===== src/rtl/exotiny_mon_pkg.sv =====
// Shared types and defaults for the ExoTiny GPO monitor.
package exotiny_mon_pkg;

  localparam int          MON_TOGGLE_W    = 16;
  localparam int          MON_PASSCNT_DEF = 8;
  localparam logic [23:0] MON_TIMEOUT_DEF = 24'hFF_FFFF;

  typedef enum logic [1:0] {
    MON_IDLE,
    MON_MEASURE,
    MON_PASS,
    MON_FAIL
  } mon_state_e;

endpackage


===== src/rtl/exotiny_edge_det.sv =====
// Capture stage, reference-level priming and edge detection for one GPO bit.
// Macro EXOTINY_GPO_MON_SYNC_EN selects a 2-flop synchronizer instead of a
// single capture register, for asynchronous pins on the FPGA harness.
module exotiny_edge_det (
  input  logic clk,
  input  logic rst,
  input  logic level,
  output logic toggled
);

  logic cap;
  logic cap_vld;
  logic prev;
  logic primed;

`ifdef EXOTINY_GPO_MON_SYNC_EN
  logic meta;
  logic meta_vld;

  // Two-stage synchronizer; the valid chain marks when cap holds a real sample.
  always_ff @(posedge clk) begin
    if (rst) begin
      meta     <= 1'b0;
      cap      <= 1'b0;
      meta_vld <= 1'b0;
      cap_vld  <= 1'b0;
    end else begin
      meta     <= level;
      cap      <= meta;
      meta_vld <= 1'b1;
      cap_vld  <= meta_vld;
    end
  end
`else
  // Single capture register; valid from the first clock after reset.
  always_ff @(posedge clk) begin
    if (rst) begin
      cap     <= 1'b0;
      cap_vld <= 1'b0;
    end else begin
      cap     <= level;
      cap_vld <= 1'b1;
    end
  end
`endif

  // Track the previous captured level; the first valid sample becomes the reference.
  always_ff @(posedge clk) begin
    if (rst) begin
      prev   <= 1'b0;
      primed <= 1'b0;
    end else if (cap_vld) begin
      prev   <= cap;
      primed <= 1'b1;
    end
  end

  assign toggled = primed && (cap != prev);

endmodule


===== src/rtl/exotiny_gpo_monitor.sv =====
// Edge/period monitor on one ExoTiny GPO bit with sticky pass/fail flags.
// Optional macro EXOTINY_GPO_MON_SYNC_EN adds a synchronizer in the capture
// stage (one extra cycle of latency).
module exotiny_gpo_monitor
  import exotiny_mon_pkg::*;
#(
  parameter int              GPOCNT  = 1,
  parameter int              GPOSEL  = 0,
  parameter int              CNTW    = 24,
  parameter int              PASSCNT = MON_PASSCNT_DEF,
  parameter logic [CNTW-1:0] TIMEOUT = CNTW'(MON_TIMEOUT_DEF)
) (
  input  logic                    clk_i,
  input  logic                    rst_i,
  input  logic [GPOCNT-1:0]       gpo_i,
  input  logic [CNTW-1:0]         min_per_i,
  input  logic [CNTW-1:0]         max_per_i,
  output logic                    edge_o,
  output logic [CNTW-1:0]         period_o,
  output logic                    period_vld_o,
  output logic [MON_TOGGLE_W-1:0] toggles_o,
  output logic                    pass_o,
  output logic                    fail_o,
  output logic                    done_o
);

  localparam int              GOODW   = $clog2(PASSCNT + 1);
  localparam logic [CNTW-1:0] CNT_MAX = {CNTW{1'b1}};
  localparam logic [CNTW-1:0] TO_LAST = TIMEOUT - CNTW'(1);
  localparam logic [MON_TOGGLE_W-1:0] TOG_MAX = {MON_TOGGLE_W{1'b1}};

  logic             det_edge;
  logic [CNTW-1:0]  cnt;
  logic [GOODW-1:0] good;
  logic             in_window;
  logic             timeout_hit;
  mon_state_e       state;

  exotiny_edge_det u_edge_det (
    .clk     (clk_i),
    .rst     (rst_i),
    .level   (gpo_i[GPOSEL]),
    .toggled (det_edge)
  );

  assign in_window   = (period_o >= min_per_i) && (period_o <= max_per_i);
  assign timeout_hit = (cnt == TO_LAST) && !det_edge;
  assign done_o      = pass_o | fail_o;

  // Period counter plus the edge, period and toggle outputs, all registered together.
  always_ff @(posedge clk_i) begin
    if (rst_i) begin
      cnt          <= '0;
      edge_o       <= 1'b0;
      period_o     <= '0;
      period_vld_o <= 1'b0;
      toggles_o    <= '0;
    end else begin
      edge_o       <= det_edge;
      period_vld_o <= det_edge && (state != MON_IDLE);
      if (det_edge) begin
        cnt <= '0;
        if (state != MON_IDLE) begin
          period_o <= (cnt == CNT_MAX) ? CNT_MAX : cnt + CNTW'(1);
        end
        if (toggles_o != TOG_MAX) begin
          toggles_o <= toggles_o + MON_TOGGLE_W'(1);
        end
      end else if (cnt != CNT_MAX) begin
        cnt <= cnt + CNTW'(1);
      end
    end
  end

  // Monitor FSM: judges each reported period and the stall timeout, then latches a verdict.
  always_ff @(posedge clk_i) begin
    if (rst_i) begin
      state  <= MON_IDLE;
      good   <= '0;
      pass_o <= 1'b0;
      fail_o <= 1'b0;
    end else begin
      case (state)
        MON_IDLE: begin
          if (det_edge) begin
            state <= MON_MEASURE;
          end else if (cnt == TO_LAST) begin
            state  <= MON_FAIL;
            fail_o <= 1'b1;
          end
        end
        MON_MEASURE: begin
          if (period_vld_o) begin
            if (!in_window) begin
              state  <= MON_FAIL;
              fail_o <= 1'b1;
            end else if (int'(good) + 1 >= PASSCNT) begin
              state  <= MON_PASS;
              pass_o <= 1'b1;
            end else begin
              good <= good + GOODW'(1);
            end
          end else if (timeout_hit) begin
            state  <= MON_FAIL;
            fail_o <= 1'b1;
          end
        end
        MON_PASS: state <= MON_PASS;
        MON_FAIL: state <= MON_FAIL;
        default:  state <= MON_IDLE;
      endcase
    end
  end

endmodule


===== config.mk =====
export PLATFORM = sky130hd
export DESIGN_NAME = exotiny_gpo_monitor
export DESIGN_NICKNAME = d
export VERILOG_FILES = /design/src/rtl/exotiny_mon_pkg.sv /design/src/rtl/exotiny_edge_det.sv /design/src/rtl/exotiny_gpo_monitor.sv
export SDC_FILE = /design/constraint.sdc
export NUM_CORES = 1
export LEC_CHECK = 0
export CAP_MARGIN = 5
export CORE_ASPECT_RATIO = 0.75
export CORE_UTILIZATION = 47
export CTS_CLUSTER_DIAMETER = 150
export DETAILED_ROUTE_END_ITERATION = 10
export PLACE_DENSITY = 0.78
export SLEW_MARGIN = 20
export SYNTH_ARGS = -nofsm -noshare
export SYNTH_HDL_FRONTEND = slang
export SYNTH_HIERARCHICAL = 1
export SYNTH_SLANG_ARGS = --single-unit
export TNS_END_PERCENT = 100

===== constraint.sdc =====
create_clock -name clk_i -period 2.2 [get_ports clk_i]
set_input_delay 0.44 -clock clk_i [delete_from_list [all_inputs] [get_ports clk_i]]
set_output_delay 0.44 -clock clk_i [all_outputs]
set_load 0.03 [all_outputs]

* After elaboration in Yosys (flattened, before gate mapping)
Index checks and enable logic that the tools add are counted.
Word-level totals: flip-flop bits (word level) 78, bits of input ports 51, output and inout bits 45, word-level logic and storage cells 66
Cells by class: add/sub/neg operators 4, $lt $le $gt $ge 3, equal/unequal tests 14, multiplexer cells 15, bitwise logic cells 2, reductions and logical operators 15
Operators with widths (number):
- $eq A24 B24 Y1 const B | 2
- $add A24 B1 Y24 const B | 1
- $ge A24 B24 Y1 | 1
- $le A24 B24 Y1 | 1
- $mux W24 | 1
- $ne A24 B24 Y1 const B | 1
- $add A16 B1 Y16 const B | 1
- $ne A16 B16 Y1 const B | 1
- $mux W2 | 6
- $ne A3 B3 Y1 const B | 3
- $pmux W2 S4 | 1
- $reduce_and A4 Y1 | 2
- $mux W1 | 6
- $add A4 B1 Y5 const B | 1
- $ge A5 B4 Y1 const B | 1
- $reduce_and A5 Y1 | 1
- $add A4 B1 Y4 const B | 1
- $eq A2 B2 Y1 const B | 2
- $logic_and A1 B1 Y1 | 4
- $ne A2 B2 Y1 const B | 2
- $ne A4 B4 Y1 const B | 1
- $reduce_and A2 Y1 | 2
- $reduce_bool A2 Y1 | 2
- $reduce_and A3 Y1 | 1
- 8 further kinds | 8

* Logic depth before layout (Yosys ltp)
depth after elaboration 7, depth in mapped cells 9, gate-level depth less buffers 9

* By module
The synthesis kept the hierarchy.
By module, submodules not included:
- exotiny_gpo_monitor | times used 1, cells an instance 540, area each 4376.7 um2, seq. area each 1481.4 um2
- exotiny_edge_det | times used 1, cells an instance 12, area each 126.4 um2, seq. area each 80.1 um2

* Least setup slack after synthesis
No wires, ideal clock.
kind flip-flop to flip-flop, start point register period_o[13], end point register state[1], setup time 103 ps, data arrival time 2321 ps, required time 2097 ps, slack -224 ps, stages on the path, launching flop included 9, period minus slack after synthesis 2424 ps, cell sequence dfxtp_1 -> ha_1 -> a21oi_1 -> o21ai_0 -> a221oi_1 -> nor2_1 -> a211oi_1 -> nor3_2 -> a2111oi_2
Between the ends: word-level cells in the longest chain between the ends 5, elaborated cells between the ends (all ways) 8, those cells by class 2 x order compare; 1 x eq/ne; 3 x mux; 2 x reduce/logical
RTL lines:
- start, declared | RTL line exotiny_gpo_monitor.sv:19 | output logic [CNTW-1:0] period_o,
- start signal, assigned | RTL line exotiny_gpo_monitor.sv:64 | period_o <= (cnt == CNT_MAX) ? CNT_MAX : cnt + CNTW'(1);
- $ge A24 B24 Y1 / $le A24 B24 Y1 (equally long branches) | RTL line exotiny_gpo_monitor.sv:46 | assign in_window = (period_o >= min_per_i) && (period_o <= max_per_i);
- $logic_and A1 B1 Y1 * | RTL line exotiny_gpo_monitor.sv:46
- $mux W2 | RTL line exotiny_gpo_monitor.sv:94 | if (!in_window) begin
- $mux W2 | RTL line exotiny_gpo_monitor.sv:93 | if (period_vld_o) begin
- $pmux W2 S4 | RTL line exotiny_gpo_monitor.sv:83 | case (state)
- end signal, assigned | RTL line exotiny_gpo_monitor.sv:86 | state <= MON_MEASURE;
- end signal, assigned | RTL line exotiny_gpo_monitor.sv:95 | state <= MON_FAIL;
- end signal, assigned | RTL line exotiny_gpo_monitor.sv:98 | state <= MON_PASS;
- end, declared | RTL line exotiny_gpo_monitor.sv:37 | mon_state_e state;
Every way passes the cells marked *; elsewhere a longest branch is shown, timed or not. A chain may end at the register's enable or synchronous reset.

* Final worst setup path
start point input min_per_i[1], end point register state[1]
Between the ends: word-level cells in the longest chain between the ends 5, elaborated cells between the ends (all ways) 7, those cells by class 1 x order compare; 1 x eq/ne; 3 x mux; 2 x reduce/logical
RTL lines:
- start, declared | RTL line exotiny_gpo_monitor.sv:16 | input logic [CNTW-1:0] min_per_i,
- $ge A24 B24 Y1 * | RTL line exotiny_gpo_monitor.sv:46
- $logic_and A1 B1 Y1 * | RTL line exotiny_gpo_monitor.sv:46
- $mux W2 | RTL line exotiny_gpo_monitor.sv:94
- $mux W2 | RTL line exotiny_gpo_monitor.sv:93
- $pmux W2 S4 | RTL line exotiny_gpo_monitor.sv:83
Marks and branches as above.

==> impl_summary.log <==
INFO  metric slew_violations = 0
INFO  metric avgViaCountPerCell = 5.61
INFO  metric failed_checks = setup timing
INFO  metric worstPathCellList = clkdlybuf4s50_1, inv_1, ha_1, a211oi_2, o21ai_1, a211oi_2, nor3_4, buf_6, a2111oi_4
INFO  metric clock_root_cell = sky130_fd_sc_hd__clkbuf_16
INFO  metric mappedNetlistNets = 656
INFO  metric biggest_fanout_along_the_worst_timing_path = 3
INFO  metric global_route.usage.met1 = 35.9%
INFO  metric cts.clk_slew.worst_paths = roughly 0.060 ns
INFO  metric tritoncts = yes
INFO  metric timing.reg2reg.setup_slack = -0.13 ns
INFO  metric fin_worst_skew = about 0.0085 ns
INFO  metric die_height = 86.8 µm
INFO  metric grt_setup_unrepaired = yes
INFO  metric met3_usage = 6.64%
INFO  metric initial_core_util = 49.2%
INFO  metric num_io_pins = 96
INFO  metric finalSetupViolations = 8
INFO  metric synth-warning-count = 6
INFO  metric detailedRoute.firstIterationViolations = 250
INFO  metric ys_seq_elements = a little under 80
INFO  metric antenna_violations_before_repair = 1
INFO  metric worst_pin_slew = between 0.6 and 0.7 ns
INFO  metric floorplan.die.width = between 100 and 150 µm
INFO  metric hold_class = reg2reg
INFO  metric worst-setup-path-type = in2reg
INFO  metric cap_violations = 0
INFO  metric final_antenna_net_count = 0
INFO  metric outcome = finished with violations
INFO  metric leakagePower = 2.76 nW
INFO  metric clkSinkCount = 78
INFO  metric detail_route.wl_per_cell = 18.4 µm
INFO  metric async_reset_ff_share = 0%
INFO  metric timing.critical_path.required = 2.43 ns
INFO  metric most-common-layout-cells = 89 x sky130_fd_sc_hd__nor2_1, 64 x sky130_fd_sc_hd__clkdlybuf4s50_1, 61 x sky130_fd_sc_hd__dfxtp_1
INFO  metric global_route.peak_usage_layer = met2
INFO  metric slew_headroom = 57.5%
INFO  metric postSynth.topFlopCell = sky130_fd_sc_hd__dfxtp_1
INFO  metric synth_cell_type_count = 52
INFO  metric firstDrtPassIters = 4
INFO  metric synth_enable_flop_cells = 0
INFO  metric place.detailed.hpwl = approximately 9600 µm
INFO  metric worst_ir_drop_vdd = 0.401 mV
INFO  metric post_place_setup_slack = -0.687 ns
INFO  metric placeableCoreArea = 9160 µm²
INFO  metric drive_gt1_share = 28.2%
INFO  metric path_common_cell = sky130_fd_sc_hd__a211oi_2
INFO  metric globalRouteTotalUtil = 29.4%
INFO  metric cts_max_level = 3
INFO  metric period_needed = 2.53 ns
INFO  metric power.total = 3.40 mW
INFO  metric number_of_standard_cell_rows_in_the_floorplan = 30
INFO  metric final_core_utilization = between 70% and 80%
INFO  metric gr_overflow_total = 0
INFO  metric vias_in_the_first_global_route = between 4000 and 5000
INFO  metric timing.critical_path.max_delay_family = compound AO/OA/AOI/OAI gates
INFO  metric clock_path_buffers = 2
INFO  metric timing.setup.tns = -1.85 ns
INFO  metric synth_sequential_area_ratio = between 30% and 40%
INFO  metric routed_wl = 15200 µm
INFO  metric worst-endpoint-arrival = 2.76 ns
INFO  metric synthCells = 552
INFO  metric global_route.usage.met2 = 51.4%
INFO  metric drcViolationCount = 0
INFO  metric grt_first_pass_wirelength = 22500 µm
INFO  metric detailed_place.area = 5980 µm²
INFO  metric timing.final.hold_violations = 0
INFO  metric endpoint_kind = flip-flop
INFO  metric finalCritPeriodShare = 115%
INFO  metric port_buffers = 95
INFO  metric final_cell_area = around 6900 µm²
INFO  metric full_die_area = between 9000 and 10000 µm²
INFO  metric cpMaxStageDelayCell = sky130_fd_sc_hd__clkdlybuf4s50_1
INFO  metric mappedNetlistArea = roughly 4500 µm²
INFO  metric tritoncts.num_buffers = 9
INFO  metric count_of_fill_cells_added_during_filler_insertion = 610
INFO  metric synthToLayoutAreaGrowth = 52.3%
INFO  metric final_net_count = approximately 800
INFO  metric routed-via-count = 4619
INFO  metric layout_commonest_cell = sky130_fd_sc_hd__nor2_1
INFO  metric clk_latency = 0.33 ns
INFO  metric gp_congestion = between 0.9 and 1
INFO  metric critPathLaunchType = primary input
INFO  metric grt_start_max_net_pins = 59
INFO  metric synthesis.area_per_instance = 8.16 µm²
INFO  metric power_density = 495 nW/µm²
INFO  metric worst-path-buf-inv = 3
INFO  metric fmax = 0.395 GHz
INFO  metric critPathMaxStageDelay = 0.52 ns
INFO  metric final_critical_path_setup_slack = -0.329 ns
==> what timing repair did <==
| action | CTS | global route |
|---|---|---|
| hold buffers | 0 | 0 |
| setup endpoints to repair | 9 | 21 |
| pin swaps | 65 | 23 |
| resized for setup | 97 | 44 |
| setup buffers | 4 | 5 |
==> per-stage QoR <==
step | hold slack [ns] | cells
after global routing | 0.507 | 823
after detailed placement | 0.471 | 800
final | 0.484 | 823
after floorplan | 0.432 | 552
after CTS | 0.481 | 818
after global placement | 0.441 | 800
==> cells in the mapped netlist (3+ instances only) <==
| master | number | area share [%] |
|---|---|---|
| sky130_fd_sc_hd__dfxtp_1 | 78 | 35 |
| sky130_fd_sc_hd__nor2b_1 | 6 | 0.83 |
| sky130_fd_sc_hd__nand4_1 | 16 | 2.2 |
| sky130_fd_sc_hd__nand2b_1 | 3 | 0.42 |
| sky130_fd_sc_hd__nor4_1 | 5 | 0.69 |
| sky130_fd_sc_hd__o21a_1 | 4 | 0.67 |
| sky130_fd_sc_hd__a211oi_1 | 20 | 3.3 |
| sky130_fd_sc_hd__a311oi_1 | 3 | 0.58 |
| sky130_fd_sc_hd__nor3_1 | 10 | 1.1 |
| sky130_fd_sc_hd__and2_1 | 3 | 0.42 |
| sky130_fd_sc_hd__ha_1 | 53 | 15 |
| sky130_fd_sc_hd__xor2_1 | 17 | 3.3 |
| sky130_fd_sc_hd__o21ai_0 | 13 | 1.4 |
| sky130_fd_sc_hd__inv_1 | 54 | 4.5 |
| sky130_fd_sc_hd__o31ai_1 | 3 | 0.50 |
| sky130_fd_sc_hd__clkbuf_1 | 14 | 1.2 |
| sky130_fd_sc_hd__nor2_1 | 92 | 7.7 |
| sky130_fd_sc_hd__and4_1 | 7 | 1.4 |
| sky130_fd_sc_hd__or2_2 | 3 | 0.42 |
| sky130_fd_sc_hd__a21oi_1 | 30 | 3.3 |
| sky130_fd_sc_hd__xnor2_1 | 14 | 2.7 |
| sky130_fd_sc_hd__and3_1 | 3 | 0.42 |
| sky130_fd_sc_hd__nand3_1 | 26 | 2.9 |
| sky130_fd_sc_hd__nand2_1 | 37 | 3.1 |
==> per-layer routing <==
metal	vias to the layer above	share of wire [%]
met5	-	0
met4	0	3.4
met3	59	7.4
met2	217	48
met1	2157	41
li1	2186	-
==> path summary, 6_finish.rpt <==
path / end / cells past startpoint / startpoint
min reg2reg: u_edge_det/primed / 2 / u_edge_det/primed
max: state[1] / 9 / min_per_i[1]
min: u_edge_det/primed / 2 / u_edge_det/primed
max reg2reg: good[1] / 10 / period_o[17]
==> final cells by class <==
type	count	area, µm²	share of cell area (%)
Multi-Input combinational cell	402	3280	47.9
Clock inverter	4	25.0	0.365
Timing Repair Buffer	146	1350	19.7
Tap cell	128	160	2.33
Sequential cell	78	1590	23.1
Inverter	54	210	3.06
Clock buffer	10	239	3.48
Antenna cell	1	2.50	0.0365
==> flip-flops by register name, summed over array words and instances (netlist names), 2 cells and up <==
signal and flops:
cnt 24, period_o 24, toggles_o 16, good 4, state 2
==> cells by family (layout without fill, tap and decap cells) <==
kind of cell,after synthesis,in the layout,synth area share [%]
xor gates and xnor gates,31,31,6.03
buffers and inverters,72,214,6.14
muxes,4,4,0.945
other,0,1,0
AOI/OAI and AO/OA,88,88,12.9
DFF,78,78,34.7
adders and majority gates,53,53,14.7
and+or+nand+nor,226,226,24.6
==> power by group <==
part	switching, mW	internal [mW]
Combinational	0.307	0.278
Clock	0.531	0.776
Sequential	0.0558	1.45
Total	0.894	2.50
==> worst register-to-register path, cell delays in order (launching register included) <==
cell	delay, ns
sky130_fd_sc_hd__dfxtp_4	0.37
sky130_fd_sc_hd__buf_6	0.12
sky130_fd_sc_hd__ha_4	0.26
sky130_fd_sc_hd__nand4_1	0.12
sky130_fd_sc_hd__nor4_4	0.28
sky130_fd_sc_hd__o21ai_2	0.11
sky130_fd_sc_hd__nor3_2	0.20
sky130_fd_sc_hd__a211oi_2	0.14
sky130_fd_sc_hd__nor3_4	0.30
sky130_fd_sc_hd__buf_6	0.15
sky130_fd_sc_hd__mux2i_2	0.20
Power figures use the tool's default switching activity.
